<file path="src/rtl/vga_timing_pkg.sv">
// Shared constants for the VGA timing generator.
// Holds the 640x480@60 default line/frame geometry, the derived totals,
// coordinate/counter widths and the idle value of the delayed sync bundle.
package vga_timing_pkg;

    localparam int VGA_H_ACTIVE = 640;
    localparam int VGA_H_FP     = 16;
    localparam int VGA_H_SYNC   = 96;
    localparam int VGA_H_BP     = 48;

    localparam int VGA_V_ACTIVE = 480;
    localparam int VGA_V_FP     = 10;
    localparam int VGA_V_SYNC   = 2;
    localparam int VGA_V_BP     = 33;

    localparam int VGA_H_TOTAL  = VGA_H_ACTIVE + VGA_H_FP + VGA_H_SYNC + VGA_H_BP;
    localparam int VGA_V_TOTAL  = VGA_V_ACTIVE + VGA_V_FP + VGA_V_SYNC + VGA_V_BP;

    localparam int CNT_W = 10;
    localparam int X_W   = 10;
    localparam int Y_W   = 9;

    // {hs_n, vs_n, blank_n} while idle: both syncs released, video blanked.
    localparam logic [2:0] SYNC_IDLE = 3'b110;

endpackage

</file>
<file path="src/rtl/vga_delay_line.sv">
// Fixed-depth shift register used to align sync/blank with the
// downstream registered colour path.
// Ports:
//   clk_i  - clock
//   rst_i  - asynchronous active-high reset, loads RST_VAL into every stage
//   d_i    - input word
//   q_o    - input word delayed by DEPTH clocks (combinational pass-through when DEPTH=0)
module vga_delay_line #(
    parameter int                DEPTH   = 2,
    parameter int                WIDTH   = 3,
    parameter logic [WIDTH-1:0]  RST_VAL = '0
) (
    input  logic             clk_i,
    input  logic             rst_i,
    input  logic [WIDTH-1:0] d_i,
    output logic [WIDTH-1:0] q_o
);

    generate
        if (DEPTH == 0) begin : g_bypass
            logic unused_clk_rst;
            assign unused_clk_rst = clk_i ^ rst_i;
            assign q_o = d_i;
        end else begin : g_pipe
            logic [WIDTH-1:0] stage_q [DEPTH];

            always_ff @(posedge clk_i or posedge rst_i) begin
                if (rst_i) begin
                    for (int i = 0; i < DEPTH; i++) begin
                        stage_q[i] <= RST_VAL;
                    end
                end else begin
                    stage_q[0] <= d_i;
                    for (int i = 1; i < DEPTH; i++) begin
                        stage_q[i] <= stage_q[i-1];
                    end
                end
            end

            assign q_o = stage_q[DEPTH-1];
        end
    endgenerate

endmodule

</file>
<file path="src/rtl/vga_timing_gen.sv">
// Pixel-timing generator for the VGA path.
// Free-running horizontal/vertical counters on the pixel clock; presents
// active-area coordinates and line/frame markers aligned with the counters,
// and sync/blank delayed by PIX_LATENCY to match the downstream colour stage.
// Ports:
//   iVGA_CLK      - pixel clock
//   iRST          - asynchronous active-high reset
//   oVGA_X/Y      - active-area coordinates, forced to 0 outside the active area
//   oActive       - counters are inside the active area
//   oLine_Start   - h_cnt at 0
//   oFrame_Start  - h_cnt and v_cnt at 0
//   oVGA_HS/VS    - active-low syncs, delayed PIX_LATENCY clocks
//   oVGA_BLANK_n  - high during active video, delayed PIX_LATENCY clocks
module vga_timing_gen
    import vga_timing_pkg::*;
#(
    parameter int H_ACTIVE    = VGA_H_ACTIVE,
    parameter int H_FP        = VGA_H_FP,
    parameter int H_SYNC      = VGA_H_SYNC,
    parameter int H_BP        = VGA_H_BP,
    parameter int V_ACTIVE    = VGA_V_ACTIVE,
    parameter int V_FP        = VGA_V_FP,
    parameter int V_SYNC      = VGA_V_SYNC,
    parameter int V_BP        = VGA_V_BP,
    parameter int PIX_LATENCY = 2
) (
    input  logic           iVGA_CLK,
    input  logic           iRST,
    output logic [X_W-1:0] oVGA_X,
    output logic [Y_W-1:0] oVGA_Y,
    output logic           oActive,
    output logic           oLine_Start,
    output logic           oFrame_Start,
    output logic           oVGA_HS,
    output logic           oVGA_VS,
    output logic           oVGA_BLANK_n
);

    localparam int H_TOTAL      = H_ACTIVE + H_FP + H_SYNC + H_BP;
    localparam int V_TOTAL      = V_ACTIVE + V_FP + V_SYNC + V_BP;
    localparam int H_SYNC_START = H_ACTIVE + H_FP;
    localparam int H_SYNC_END   = H_SYNC_START + H_SYNC;
    localparam int V_SYNC_START = V_ACTIVE + V_FP;
    localparam int V_SYNC_END   = V_SYNC_START + V_SYNC;

    logic [CNT_W-1:0] h_cnt_q, h_cnt_d;
    logic [CNT_W-1:0] v_cnt_q, v_cnt_d;
    logic             h_wrap, v_wrap;
    logic             active, hs_raw_n, vs_raw_n;
    logic [2:0]       sync_raw, sync_dly;

    always_ff @(posedge iVGA_CLK or posedge iRST) begin
        if (iRST) begin
            h_cnt_q <= '0;
            v_cnt_q <= '0;
        end else begin
            h_cnt_q <= h_cnt_d;
            v_cnt_q <= v_cnt_d;
        end
    end

    // v_cnt only moves on the h_cnt wrap clock, so both wrap on the same edge.
    always_comb begin
        h_wrap  = (h_cnt_q == CNT_W'(H_TOTAL - 1));
        v_wrap  = (v_cnt_q == CNT_W'(V_TOTAL - 1));
        h_cnt_d = h_wrap ? '0 : h_cnt_q + CNT_W'(1);
        v_cnt_d = v_cnt_q;
        if (h_wrap) begin
            v_cnt_d = v_wrap ? '0 : v_cnt_q + CNT_W'(1);
        end
    end

    always_comb begin
        active   = (h_cnt_q < CNT_W'(H_ACTIVE)) && (v_cnt_q < CNT_W'(V_ACTIVE));
        hs_raw_n = !((h_cnt_q >= CNT_W'(H_SYNC_START)) && (h_cnt_q < CNT_W'(H_SYNC_END)));
        vs_raw_n = !((v_cnt_q >= CNT_W'(V_SYNC_START)) && (v_cnt_q < CNT_W'(V_SYNC_END)));
    end

    // Coordinates are zeroed outside the active area so downstream
    // comparisons never see porch/sync counter values.
    assign oVGA_X       = active ? h_cnt_q[X_W-1:0] : '0;
    assign oVGA_Y       = active ? v_cnt_q[Y_W-1:0] : '0;
    assign oActive      = active;
    assign oLine_Start  = (h_cnt_q == '0);
    assign oFrame_Start = (h_cnt_q == '0) && (v_cnt_q == '0);

    assign sync_raw = {hs_raw_n, vs_raw_n, active};

    vga_delay_line #(
        .DEPTH   (PIX_LATENCY),
        .WIDTH   (3),
        .RST_VAL (SYNC_IDLE)
    ) u_sync_dly (
        .clk_i (iVGA_CLK),
        .rst_i (iRST),
        .d_i   (sync_raw),
        .q_o   (sync_dly)
    );

    assign oVGA_HS      = sync_dly[2];
    assign oVGA_VS      = sync_dly[1];
    assign oVGA_BLANK_n = sync_dly[0];

endmodule

</file>
<file path="config.mk">
export PLATFORM = sky130hd
export DESIGN_NAME = vga_timing_gen
export DESIGN_NICKNAME = d
export VERILOG_FILES = /design/src/rtl/vga_timing_pkg.sv /design/src/rtl/vga_delay_line.sv /design/src/rtl/vga_timing_gen.sv
export SDC_FILE = /design/constraint.sdc
export NUM_CORES = 1
export LEC_CHECK = 0
export CORE_MARGIN = 2
export CORE_UTILIZATION = 47
export DETAILED_ROUTE_END_ITERATION = 8
export PLACE_DENSITY = 0.81
export SYNTH_ARGS = -nofsm -noshare
export SYNTH_HDL_FRONTEND = slang
export SYNTH_SLANG_ARGS = --single-unit
export TNS_END_PERCENT = 20
</file>
<file path="constraint.sdc">
create_clock -name iVGA_CLK -period 1.5 [get_ports iVGA_CLK]
set_clock_uncertainty 0.15 [all_clocks]
set_input_delay 0.225 -clock iVGA_CLK [delete_from_list [all_inputs] [get_ports iVGA_CLK]]
set_output_delay 0.225 -clock iVGA_CLK [all_outputs]
set_load 0.01 [all_outputs]
</file>
==> results of run 1 <==
## synthesized netlist by cell type, types with 4 or more instances
cell / number / area [um^2]
inv_1: 6 / 22.5
nor2_1: 8 / 30.0
nor4_1: 5 / 31.3
nand3_1: 11 / 55.1
ha_1: 4 / 50.1
dfstp_2: 4 / 105
and2_1: 13 / 81.3
nand2_1: 10 / 37.5
o21ai_0: 7 / 35.0
nor3_1: 4 / 20.0
dfrtp_1: 22 / 551
xor2_1: 7 / 61.3
## stage by stage
step	total power [mW]	setup TNS [ns]	area [um^2]	setup WS [ns]	util
finish	1.03	-11.90	2380	-0.549	0.781
global route	1.07	-14.89	2380	-0.613	0.781
CTS	1.03	-13.31	2220	-0.597	0.726
detailed placement	0.738	-14.42	2130	-0.595	0.698
global placement	0.737	-12.95	2130	-0.549	0.698
floorplan	0.725	-2.54	1560	-0.192	-
## logic make-up after synthesis
| logic type | synth area share |
|---|---|
| simple gates | 0.330 |
| flops | 0.434 |
| compound gates | 0.0896 |
| buf+inv | 0.0605 |
| xor+xnor | 0.0522 |
| fa+ha+maj | 0.0332 |
## state kept, by name (all words and copies together), names as in the netlist
name / count
h_cnt_q: 10
u_sync_dly.g_pipe.stage_q: 3
u_sync_dly.q_o: 3
v_cnt_q: 10
## layout make-up
type / count / area, um^2
Multi-Input combinational cell: 109 / 917
Timing Repair Buffer: 80 / 709
Fill cell: 193 / 668
Sequential cell: 26 / 658
Tap cell: 44 / 55.1
Clock buffer: 3 / 22.5
Inverter: 6 / 22.5
## cell usage in the layout (no fill, tap or decap), types with 2 or more instances in the layout
cell type,count
nor4_2,2
o211ai_1,3
dfrtp_2,2
nand3_2,2
o21ai_1,5
a31oi_1,2
nand3_1,9
clkbuf_4,3
nand2_1,10
nor3_1,3
buf_4,37
nor4_4,3
ha_1,2
xnor2_1,2
and2_1,3
nor3_2,3
buf_2,8
a21oi_2,2
buf_6,30
dfstp_2,4
dfrtp_1,20
and2_4,12
or3_1,2
o21ai_0,3
and4_4,2
nor2_1,7
nor4b_4,2
xor2_1,7
inv_1,5
## per-layer routing
layer | up-vias | track usage | share of wire
met5 | - | 0 | 0
met4 | 0 | 0.109 | 0.010
met3 | 6 | 0.0320 | 0.038
met2 | 48 | 0.419 | 0.53
met1 | 705 | 0.314 | 0.42
li1 | 679 | - | -
## repair_timing
item                       4_1_cts  5_1_grt
resized for setup              128       37
setup buffers                    6        4
cloned                           0        0
setup endpoints to repair       41       41
hold buffers                     0        0
pin swaps                       24       12
## where the power goes
group	internal [mW]	switching, mW	leakage [nW]
registers	0.702	0	0.323
logic	0.00778	0.0150	0.776
clock network	0.0941	0.209	0.0138
total	0.804	0.224	1.11
## worst paths after layout
kind                                               from                end  cells after the start
min in group iVGA_CLK      u_sync_dly.g_pipe.stage_q[3]  u_sync_dly.q_o[0]                      0
setup / recovery                             h_cnt_q[7]       oFrame_Start                      5
max in group asynchronous                          iRST  u_sync_dly.q_o[2]                      3
hold reg to reg            u_sync_dly.g_pipe.stage_q[3]  u_sync_dly.q_o[0]                      0
hold / removal                                     iRST         v_cnt_q[7]                      3
setup reg to reg                             v_cnt_q[1]         v_cnt_q[0]                      7
## worst max-delay path: stages (launching register included)
cell     delay, ns
dfrtp_1       0.43
nor2_4        0.16
nand3_2       0.10
nor4b_4       0.28
and4_1        0.24
buf_2         0.14
==> results by group, run 1 <==
Floorplanning
  • Core area: approximately 0.0031 mm^2
  • I/O pins: 27
  • Full die area: roughly 0.0037 mm^2
  • Starting density of the core: 0.494
  • Die Y: 60.7 um
  • Chip width: between 60 and 70 um
  • Std cell rows: 20

STA
  • Minimum hold slack: between 0.06 and 0.07 ns
  • Final setup viols: 37
  • Final-report max-slew violation count: 0
  • Max Clock Freq: just under 500 MHz
  • Hold Vio Cnt, Final: 0
  • Relative slew slack: 0.793
  • RSZ-0062 raised after global routing: yes
  • Period utilization: 1.37
  • Tmin final: around 2.0 ns
  • Worst Setup Slack, final: -0.549 ns
  • Worst slew pin tran: 0.307 ns

Detailed routing
  • DRC violations left: 0
  • Post-DRT Antenna Nets: 0
  • Initial DRC Count: 81
  • Vias/cell: 5.37
  • WL final: between 4000 and 5000 um
  • Wirelength per Cell: around 16 um
  • Via count: roughly 1400
  • Pre-antenna DRT Iters: 4

Place
  • Buffers on Ports: 26
  • Routability cong.: around 0.85
  • Detailed placement HPWL: 2870 um
  • # placed instances: between 200 and 300

Clocking
  • Clock Latency Late Sink: ~0.32 ns
  • Num CTS Buffers: 3
  • CTS sink count: 26
  • H-tree levels: 1
  • Clock slew at reported path FFs: 0.14 ns
  • Clk buf depth: 2
  • Clk root buf: clkbuf_4
  • TritonCTS clock tree: done

Setup path
  • Startpoint types: flip-flop
  • Critical Path AT: 1.67 ns
  • Critical-path maximum fanout: 2
  • CP Capture Type: output port
  • R2r setup slk: -0.24 ns
  • CP required: between 1 and 1.5 ns
  • Crit Path Class: flip-flop to output port

Yosys
  • Yosys warning count: 0
  • Mapped Area: between 0.0015 and 0.002 mm^2
  • Async SR Flop Fraction: 1.00
  • Avg Cell Area, Syn: 10.1 um^2
  • Dominant synthesized flop cell: dfrtp_1
  • Synth Instances: 150
  • Post-synthesis sequential area ratio: 0.434
  • Register bit total from synthesis: 26
  • Syn_nets: between 150 and 200
  • Distinct cells, synth: 47
  • Number of enable flip-flop cells after synthesis: 0

GRT
  • Largest net degree at the start of global routing: 27
  • Vias in the first global route: approximately 1500
  • Initial antenna violation count: 0
  • Total GRT Usage: 0.247
  • First-pass GRT wire length: ~6700 um
  • Congestion Overflow GR: 0

Power and ir drop
  • Peak supply drop: 0.355 mV
  • Pwr Density: roughly 430 mW/mm^2
  • Pleak: around 1.1 nW

Worst hold path
  • Hold crit path type: input pin to asynchronous set/reset pin

Cells and area
  • Non-filler cells, final: roughly 270
  • Antenna cells: 0
  • Nets: about 230
  • Share of cells above drive strength 1: 0.558
  • Synthesis-to-layout area growth: 58.0%

Run status
  • Violated checks: setup timing
  • Status: finished with violations

Job
  • Max Cap Violations: 0
Note: power is estimated with default switching activity, not from simulation.
==> inputs of run 2 (changes only) <==
--- a/config.mk
+++ b/config.mk
@@ -7,6 +7,7 @@
 export LEC_CHECK = 0
 export CORE_MARGIN = 2
 export CORE_UTILIZATION = 47
+export CTS_CLUSTER_SIZE = 12
 export DETAILED_ROUTE_END_ITERATION = 8
 export PLACE_DENSITY = 0.81
 export SYNTH_ARGS = -nofsm -noshare
==> results of run 2 <==
No change in the layout: final DEF, timing and power equal those of run 1.
==> inputs of run 3 (changes only) <==
--- a/config.mk
+++ b/config.mk
@@ -9,7 +9,7 @@
 export CORE_UTILIZATION = 47
 export CTS_CLUSTER_SIZE = 12
 export DETAILED_ROUTE_END_ITERATION = 8
-export PLACE_DENSITY = 0.81
+export PLACE_DENSITY = 0.75
 export SYNTH_ARGS = -nofsm -noshare
 export SYNTH_HDL_FRONTEND = slang
 export SYNTH_SLANG_ARGS = --single-unit
==> results by group, run 3 (same netlist as run 1, synthesis figures left out) <==
Cells and area
  • Multi-input gate area: about 920 um^2
  • Antenna cells: 0
  • Nets: between 200 and 250
  • Sequential cell area: 658 um^2
  • Leading cell type in the layout, fill and taps excluded: buf_4
  • Most frequent cells in the layout: 37 x buf_4, 25 x buf_6, 20 x dfrtp_1
  • Cell area after layout: between 0.002 and 0.0025 mm^2
  • Synthesis-to-layout area growth: 56.6%
  • Fin util: 0.774
  • Largest registers: h_cnt_q x10, v_cnt_q x10
  • Filler Cells Inserted: just over 200
  • Share of cells above drive strength 1: 0.559

Place
  • Buffers on Ports: 26
  • Detailed placement HPWL: around 2800 um
  • Place WS: -0.556 ns
  • Routability cong.: about 0.86
  • Post-placement cell area: between 0.002 and 0.0025 mm^2

GRT
  • Congestion Overflow GR: 0
  • Vias in the first global route: 1376
  • Largest net degree at the start of global routing: 27
  • Initial antenna violation count: 0
  • First-pass GRT wire length: 6510 um
  • Total GRT Usage: 0.240

Detailed routing
  • DRC violations left: 0
  • Met2 wire len: about 2000 um
  • Vias/cell: between 5 and 6
  • Pre-antenna DRT Iters: 4
  • M1 WL: between 1500 and 2000 um
  • Post-DRT Antenna Nets: 0
  • Initial DRC Count: 40
  • Via count: 1405
  • Wirelength per Cell: 14.9 um
  • WL final: 3980 um
  • DR top layer: met4
  • Met3 WL: 190 um

STA
  • Hold Vio Cnt, Final: 0
  • Max Clock Freq: around 470 MHz
  • Worst slew pin tran: 0.251 ns
  • Relative slew slack: 0.832
  • Final setup viols: 37
  • Final-report max-slew violation count: 0
  • RSZ-0062 raised after global routing: yes
  • Period utilization: 1.42
  • Tmin final: ~2.1 ns
  • Worst Setup Slack, final: -0.624 ns
  • Minimum hold slack: 0.0459 ns

Power and ir drop
  • Pleak: about 1.1 nW
  • Logic gate share of total power: 0.021
  • Sw Share: 0.214
  • Pwr Density: approximately 460 mW/mm^2
  • Power Total: ~1.1 mW
  • P_sw: 0.233 mW
  • Peak supply drop: around 0.43 mV
  • Sequential power share: 0.643
  • Clock share of power: 0.336
  • Pint: 0.858 mW

Setup path
  • Critical-path maximum fanout: 2
  • CP Capture Type: output port
  • Buf/Inv on CP: 2
  • Critical Path AT: approximately 1.8 ns
  • Slowest Stage Delay on Critical Path: roughly 0.43 ns
  • Worst path cell trace: nor2_4, buf_6, nand3_4, nor4b_4, and4_1, buf_2
  • Startpoint types: flip-flop
  • Crit Path Class: flip-flop to output port
  • CP required: ~1.1 ns
  • Crit-path leading delay family: simple AND/OR/NAND/NOR gates
  • Crit-path slowest cell: dfrtp_1

Run status
  • Status: finished with violations
  • Violated checks: setup timing

Floorplanning
  • Die Y: around 60 um
  • Full die area: 0.00368 mm^2
  • Core area: 0.00305 mm^2
  • Std cell rows: 20
  • I/O pins: 27
  • Chip width: about 60 um
  • Starting density of the core: 0.494

Worst hold path
  • Hold crit path type: input pin to asynchronous set/reset pin

Clocking
  • Clock slew at reported path FFs: about 0.14 ns
  • CTS sink count: 26
  • Num CTS Buffers: 3
  • Clock Latency Late Sink: about 0.34 ns
  • H-tree levels: 1
  • Clk root buf: clkbuf_4
  • TritonCTS clock tree: done
  • Clk buf depth: 2

Job
  • Max Cap Violations: 0
## run 3: cell count changes in the layout (fill, tap and decap cells not counted), moves of 2 or more
cell,change
buf_6,-5
nor2_1,-2
nor2_2,+2
o21ai_0,+2
o21ai_1,-2
## run 3: path summary, 6_finish.rpt
path	startpoint	end	slack, ns	depth (start not counted)
max	h_cnt_q[7]	oFrame_Start	-0.62	6
min	iRST	v_cnt_q[6]	0.05	3
max reg2reg	v_cnt_q[1]	v_cnt_q[2]	-0.27	7
min reg2reg	u_sync_dly.g_pipe.stage_q[4]	u_sync_dly.q_o[1]	0.22	0
max in group asynchronous	iRST	u_sync_dly.g_pipe.stage_q[5]	0.93	3
min in group iVGA_CLK	u_sync_dly.g_pipe.stage_q[4]	u_sync_dly.q_o[1]	0.22	0
## run 3: worst min-delay path, cell delays in order
cell,delay [ns]
clkdlybuf4s50_1,0.40
inv_1,0.09
buf_12,0.19
## run 3: power groups by stage
stage / Clock [mW] / Combinational, mW / Sequential, mW
after CTS: 0.372 / 0.0235 / 0.702
after detailed placement: 0 / 0.0235 / 0.714
final: 0.367 / 0.0226 / 0.702
after global placement: 0 / 0.0231 / 0.714
after global routing: 0.403 / 0.0258 / 0.702
after floorplan: 0 / 0.0103 / 0.714
## run 3: metrics by stage
stage | setup TNS (ns) | instances
3_5_place_dp | -14.83 | 254
4_1_cts | -12.50 | 263
6_report | -13.05 | 266
5_1_grt | -15.61 | 266
3_3_place_gp | -13.43 | 254
2_1_floorplan | -2.54 | 150
## run 3: metal layers
layer / global-route usage / up-vias
li1: - / 675
met2: 0.407 / 47
met5: 0 / -
met1: 0.312 / 676
met4: 0.0776 / 0
met3: 0.0405 / 7
## run 3: timing repair
item,in CTS,in global routing
buffers inserted,4,4
hold buffers,0,0
setup endpoints to repair,41,41
pin swaps,13,14
gates cloned,1,0
gates resized for setup,136,25
## run 3: area by class of cell
type | count | area share
sequential | 26 | 0.279
tap | 44 | 0.0233
multi-input combinational | 109 | 0.388
inverter | 6 | 0.00953
timing repair buffer | 77 | 0.285
clock buffer | 4 | 0.0154
